`src/rtl/apb_master_arbiter.sv`:
```
// Round-robin arbiter and APB master sequencer sharing one APB slave among NREQ requesters.
// Optional ACCESS-phase timeout is enabled by defining APB_ARB_TIMEOUT_EN.
module apb_master_arbiter #(
    parameter int NREQ        = 2,
    parameter int AW          = 32,
    parameter int DW          = 8,
    parameter int TIMEOUT_CYC = 16
) (
    input  logic              pclk,
    input  logic              presetn,
    input  logic [NREQ-1:0]    req_valid,
    input  logic [NREQ-1:0]    req_write,
    input  logic [NREQ*AW-1:0] req_addr,
    input  logic [NREQ*DW-1:0] req_wdata,
    output logic [NREQ-1:0]    req_ack,
    output logic [NREQ-1:0]    rsp_valid,
    output logic [DW-1:0]      rsp_rdata,
    output logic               rsp_err,
    output logic               psel,
    output logic               penable,
    output logic               pwrite,
    output logic [AW-1:0]      paddr,
    output logic [DW-1:0]      pwdata,
    input  logic [DW-1:0]      prdata,
    input  logic               pready,
    input  logic               pslverr
);
    localparam int GW = (NREQ > 1) ? $clog2(NREQ) : 1;

    typedef enum logic [1:0] {IDLE, SETUP, ACCESS} state_t;

    state_t        state;
    logic [GW-1:0] last_grant;
    logic [GW-1:0] gnt_idx;
    logic          gnt_any;
    logic          sel_write;
    logic [AW-1:0] sel_addr;
    logic [DW-1:0] sel_wdata;

`ifdef APB_ARB_TIMEOUT_EN
    localparam int TW = $clog2(TIMEOUT_CYC + 1);
    logic [TW-1:0] tmo_cnt;
`else
    logic [31:0] unused_tmo;
    assign unused_tmo = 32'(TIMEOUT_CYC);
`endif

    // First pass looks above last_grant, second pass wraps to the lowest index.
    always_comb begin
        gnt_any   = 1'b0;
        gnt_idx   = '0;
        sel_write = 1'b0;
        sel_addr  = '0;
        sel_wdata = '0;
        for (int i = 0; i < NREQ; i++) begin
            if (!gnt_any && req_valid[i] && (GW'(i) > last_grant)) begin
                gnt_any   = 1'b1;
                gnt_idx   = GW'(i);
                sel_write = req_write[i];
                sel_addr  = req_addr[i*AW +: AW];
                sel_wdata = req_wdata[i*DW +: DW];
            end
        end
        for (int i = 0; i < NREQ; i++) begin
            if (!gnt_any && req_valid[i]) begin
                gnt_any   = 1'b1;
                gnt_idx   = GW'(i);
                sel_write = req_write[i];
                sel_addr  = req_addr[i*AW +: AW];
                sel_wdata = req_wdata[i*DW +: DW];
            end
        end
    end

    always_ff @(posedge pclk or negedge presetn) begin
        if (!presetn) begin
            state      <= IDLE;
            last_grant <= GW'(NREQ - 1);
            req_ack    <= '0;
            rsp_valid  <= '0;
            rsp_rdata  <= '0;
            rsp_err    <= 1'b0;
            psel       <= 1'b0;
            penable    <= 1'b0;
            pwrite     <= 1'b0;
            paddr      <= '0;
            pwdata     <= '0;
`ifdef APB_ARB_TIMEOUT_EN
            tmo_cnt    <= '0;
`endif
        end else begin
            req_ack   <= '0;
            rsp_valid <= '0;
            case (state)
                IDLE: begin
                    rsp_rdata <= '0;
                    rsp_err   <= 1'b0;
                    if (gnt_any) begin
                        req_ack[gnt_idx] <= 1'b1;
                        last_grant       <= gnt_idx;
                        pwrite           <= sel_write;
                        paddr            <= sel_addr;
                        pwdata           <= sel_wdata;
                        psel             <= 1'b1;
                        penable          <= 1'b0;
                        state            <= SETUP;
                    end
                end
                SETUP: begin
                    penable <= 1'b1;
`ifdef APB_ARB_TIMEOUT_EN
                    tmo_cnt <= '0;
`endif
                    state   <= ACCESS;
                end
                ACCESS: begin
                    if (pready) begin
                        psel                  <= 1'b0;
                        penable               <= 1'b0;
                        rsp_valid[last_grant] <= 1'b1;
                        rsp_err               <= pslverr;
                        rsp_rdata             <= (!pwrite && !pslverr) ? prdata : '0;
                        state                 <= IDLE;
                    end
`ifdef APB_ARB_TIMEOUT_EN
                    else if (tmo_cnt == TW'(TIMEOUT_CYC - 1)) begin
                        psel                  <= 1'b0;
                        penable               <= 1'b0;
                        rsp_valid[last_grant] <= 1'b1;
                        rsp_err               <= 1'b1;
                        rsp_rdata             <= '0;
                        state                 <= IDLE;
                    end else begin
                        tmo_cnt <= tmo_cnt + 1'b1;
                    end
`endif
                end
                default: state <= IDLE;
            endcase
        end
    end
endmodule
```
`config.mk`:
```
export PLATFORM = sky130hd
export DESIGN_NAME = apb_master_arbiter
export DESIGN_NICKNAME = d
export VERILOG_FILES = /design/src/rtl/apb_master_arbiter.sv
export SDC_FILE = /design/constraint.sdc
export NUM_CORES = 1
export LEC_CHECK = 0
export ABC_AREA = 1
export CAP_MARGIN = 0
export CORE_ASPECT_RATIO = 0.75
export CORE_MARGIN = 2
export CORE_UTILIZATION = 56
export CTS_CLUSTER_DIAMETER = 30
export DETAILED_ROUTE_END_ITERATION = 6
export DONT_BUFFER_PORTS = 1
export PLACE_DENSITY = 0.74
export RECOVER_POWER = 25
export SLEW_MARGIN = 20
export SYNTH_ARGS = -nofsm -noshare
export SYNTH_HDL_FRONTEND = slang
export SYNTH_SLANG_ARGS = --single-unit
```
`constraint.sdc`:
```
create_clock -name pclk -period 1.3 [get_ports pclk]
set_clock_uncertainty 0.1 [all_clocks]
set_input_delay 0.13 -clock pclk [delete_from_list [all_inputs] [get_ports pclk]]
set_output_delay 0.13 -clock pclk [all_outputs]
set_load 0.02 [all_outputs]
```
==> out/qor.yml, run 1 <==
status:
  outcome: "stopped before the end"
  stop_stage: "clock tree synthesis"
  error: "[ERROR DPL-0033] detailed placement checks failed during check placement."
synth:
  async_flop_share_pct: 100
  yosysUniqueCellTypes: 19
  syn_area_per_cell_um2: 8.62
  ys_seq_elements: 59
  muxShareOfSynthArea_pct: 0
  synth_nets: 410
  synthAdderAreaFrac_pct: 1.40
  yosysWarnings: 0
  yosys.area_share.simple_pct: 36.1
  syn_area_mm2: 0.00268
  post_synth_xor_area_fraction_pct: 0
  synth-compound-area-share_pct: 1.77
  synth_seq_area_share_pct: 55.1
  synth_flop_cell: "dfrtp_1"
  synth_top_family_by_area: "simple AND/OR/NAND/NOR gates"
  synth_edf_count: 0
  syn_inst: 311
cts:
  cts_root_buf: "clkbuf_8"
  clockBufferDepth: 2
  clkSinkCount: 59
  numCtsBuffers: 9
  ctsResizeCount: 73
  htree_num_levels: 3
  hold_buffers: 94
  post-cts-setup-buffers: 9
floorplan:
  die_y_um: 63.9
  initial_core_util_pct: 59.0
  die_x_um: 83.9
  rows: 21
  ios: 152
placed_design:
  hpwl_um: 4500
  place.gp.congestion: 0.836
  portBuffers: 0
-- cell usage after synthesis, types with 2 or more instances --
cell type | instances | area (µm²)
dfrtp_1 | 58 | 1450
nand2_2 | 10 | 62.6
nor2_1 | 5 | 18.8
nand3_1 | 95 | 475
nand2_1 | 105 | 394
buf_6 | 3 | 33.8
ha_1 | 3 | 37.5
inv_1 | 8 | 30.0
buf_2 | 13 | 65.1
a21oi_1 | 2 | 10.0
-- kinds of logic after synthesis --
| logic type | count (synthesis) |
|---|---|
| simple gates | 217 |
| flops | 59 |
| buf+inv | 26 |
| compound gates | 6 |
| fa+ha+maj | 3 |
-- metrics by stage --
| stage | utilization [%] | hold WS [ns] | instance area, µm² | std cells | setup slack, ns |
|---|---|---|---|---|---|
| 2_1_floorplan | - | -0.266 | 2710 | 311 | -0.115 |
| 3_3_place_gp | 62.7 | -0.264 | 2850 | 369 | -0.134 |
| 3_5_place_dp | 62.7 | -0.264 | 2850 | 369 | -0.166 |
==> run 2: changes to the inputs <==
Settings changed: CORE_ASPECT_RATIO 0.75 to not set, CORE_UTILIZATION 56 to 40, CTS_CLUSTER_DIAMETER 30 to not set, PLACE_DENSITY 0.74 to not set, PLACE_DENSITY_LB_ADDON set to 0.15.
Clock period 1.3 ns to 1.7 ns, I/O delays scaled along.
==> run 2 against run 1 <==
Effect of this change: the flow now finishes, with violations (design-rule violations); synthesized cell count is the same; area after synthesis unchanged.
==> out/qor.yml, run 2 <==
drt:
  via_per_inst: 5.25
  dr.pass1.iters: 7
  wl_um: 7770
  avgRoutedWirePerCell_um: 15.9
  num_vias: 2571
  route.detailed.drc: 11
  drtAntennaViolNets: 0
  drt_iter0_drc: 153
synth:
  synth_area_leader_cell: "dfrtp_1"
  async_flop_share_pct: 100
  syn_area_mm2: 0.00268
  synth_nets: 410
  netlist_top_cells_area: "dfrtp_1 (54%), nand3_1 (18%), nand2_1 (15%), buf_2 (2.4%), nand2_2 (2.3%)"
  post-synth-top-count-cell: "nand2_1"
  synth_top_area_share_pct: 54.1
  synth_common_cells: "nand2_1 (105), nand3_1 (95), dfrtp_1 (58)"
  syn_inst: 311
  yosysUniqueCellTypes: 19
  ys_seq_elements: 59
  syn_area_per_cell_um2: 8.62
  synth_seq_area_share_pct: 55.1
  yosysWarnings: 0
  synth_flop_cell: "dfrtp_1"
  synth_edf_count: 0
floorplan:
  initial_core_util_pct: 41.7
  die_x_um: 85.9
  rows: 29
  die_y_um: 85.9
  dieArea_mm2: 0.00737
  ios: 152
  core-area_mm2: 0.00642
job:
  cap_viol_max_count: 0
global_routing:
  antenna_found_initial: 0
  grt_first_pass_wirelength_um: 12600
  grt_pass1_vias: 2726
  grt_overflow: 0
  grt_usage_pct: 21.9
  grt_max_degree: 60
timing:
  setup_viol: 0
  grt_setup_unrepaired: "false"
  relSlewSlack_pct: 47.5
  max_slew.worst_pin.slew_ns: 0.788
  layout_setup_ws_ns: 0.140
  final_max_slew_viol_count: 0
  hold_viol: 0
  hold_slack_ns: 0.0330
  tns_ns: 0
  fin_crit_ns: 1.56
  fin_crit_sh_pct: 91.8
  max_freq_mhz: 641
worst_setup_path:
  cp_slowest_stage_delay_ns: 0.56
  cp.required_ns: 1.87
  crit_family: "buffers and inverters"
  worst_setup_path_start_kind: "register"
  criticalPathCategory: "reg -> reg"
  cp-end-kind: "register"
  critPathArrivalTime_ns: 1.73
  regToRegSetupSlack_ns: 0.14
  crit_chain: "inv_1, ha_2, nand3_1, dlygate4sd3_1, nand2_1"
  r2r_start: "state[0]"
  crit_fanout: 5
  worst-path-buf-inv: 2
  r2r_end: "rsp_err"
  cp_slowest_cell: "dlygate4sd3_1"
  rr_worst_depth: 5
cts:
  clkSinkCount: 59
  cts_root_buf: "clkbuf_8"
  numCtsBuffers: 9
  clockBufferDepth: 2
  post-cts-setup-buffers: 0
  path_clk_slew_ns: 0.06
  cts_tree: "built"
  htree_num_levels: 3
  clk_latency_ns: 0.33
power_and_ir_drop:
  powerDensity_mw_per_mm2: 1650
  power.total_mw: 6.59
  vdd_drop_max_v: 0.000908
  static-leakage-power_nw: 1.88
placed_design:
  portBuffers: 0
  dp_slack_ns: 0.0971
  hpwl_um: 4460
  place.gp.congestion: 0.717
hold_path:
  whs_endpoint: "state[1]"
  min_path_type: "in -> reg"
  holdPathStages: 4
  min_from: "pready"
layout:
  largest_reg_flops: 32
  final_net_count: 509
  drive_above_1_share_pct: 9.93
  fin_util_pct: 62.2
  num_antenna_cells: 0
  final_cell_mix: "nand2_1 (105), nand3_1 (95), dlygate4sd3_1 (95)"
  layout_commonest_cell: "nand2_1"
  regMostFlops: "paddr"
  syn2layout_area_growth_pct: 49.0
  top_regs: "paddr x32, pwdata x8, rsp_rdata x8"
status:
  violations: "design-rule violations"
  outcome: "finished with violations"
==> run 2: cell counts after synthesis <==
Identical to the previous run, type by type.
==> run 2: through the flow <==
| stage | instance area (µm²) | instances |
|---|---|---|
| 2_1_floorplan | 2680 | 311 |
| 3_3_place_gp | 2830 | 380 |
| 3_5_place_dp | 2830 | 380 |
| 4_1_cts | 4010 | 490 |
| 5_1_grt | 4000 | 490 |
| 6_report | 4000 | 490 |
==> run 2: power breakdown <==
| group | leakage [nW] | total [mW] | switching, mW | internal (mW) |
|---|---|---|---|---|
| Sequential | 0.744 | 3.17 | 1.16 | 2.01 |
| Clock | 0.104 | 1.29 | 0.515 | 0.778 |
| Combinational | 1.04 | 2.13 | 1.19 | 0.938 |
==> run 2: logic make-up (layout without fill, tap and decap cells) <==
| kind of cell | Yosys count | in the layout | synth area share [%] |
|---|---|---|---|
| adder cells (fa/ha/maj) | 3 | 3 | 1.40 |
| buffers and inverters | 26 | 128 | 5.65 |
| flip-flops | 59 | 59 | 55.1 |
| AO/OA/AOI/OAI | 6 | 6 | 1.77 |
| AND/OR/NAND/NOR | 217 | 217 | 36.1 |
==> run 2: how the worst max path moves through the flow <==
stage          startpoint   endpoint  cells past startpoint
4_1_cts          state[0]   paddr[4]                      7
6_report         state[0]    rsp_err                      5
3_5_place_dp     state[0]   paddr[4]                      7
3_3_place_gp     state[0]   paddr[4]                      7
2_1_floorplan    state[0]  paddr[25]                      8
5_1_grt          state[1]   paddr[9]                      7
==> run 2: final cells by class <==
type	instances	area (µm²)
Timing Repair Buffer	106	1120
Sequential cell	59	1480
Multi-Input combinational cell	226	1070
Tap cell	77	96.3
Clock buffer	12	165
Clock inverter	2	35.0
Inverter	8	30.0
Fill cell	504	2430
==> run 2: metal layers <==
| metal | share of wire, % | global-route usage, % | vias to the layer above |
|---|---|---|---|
| met5 | 0 | 0 | - |
| met4 | 2.2 | 11.0 | 0 |
| met3 | 8.0 | 6.64 | 17 |
| met2 | 49 | 36.5 | 122 |
| met1 | 41 | 25.6 | 1215 |
| li1 | - | - | 1217 |
==> run 2: repair_timing <==
item | CTS | global route
hold buffers | 96 | 0
hold endpoints to repair | 111 | 0
gates resized for setup | 0 | 3
setup endpoints to repair | 0 | 48
==> run 2: worst reg2reg max path, delay by kind of cell (launching register included) <==
kind,cells,cell delay [ns]
adder cells (fa/ha/maj),1,0.22
buffers and inverters,2,0.65
flip-flops,1,0.40
AND/OR/NAND/NOR,2,0.13
Note: power is estimated with default switching activity, not from simulation.
==> run 3: changes to the inputs <==
Settings changed: SLEW_MARGIN 20 to 10.
==> results of run 3 <==
Final layout, timing and power as in run 2 (identical DEF).
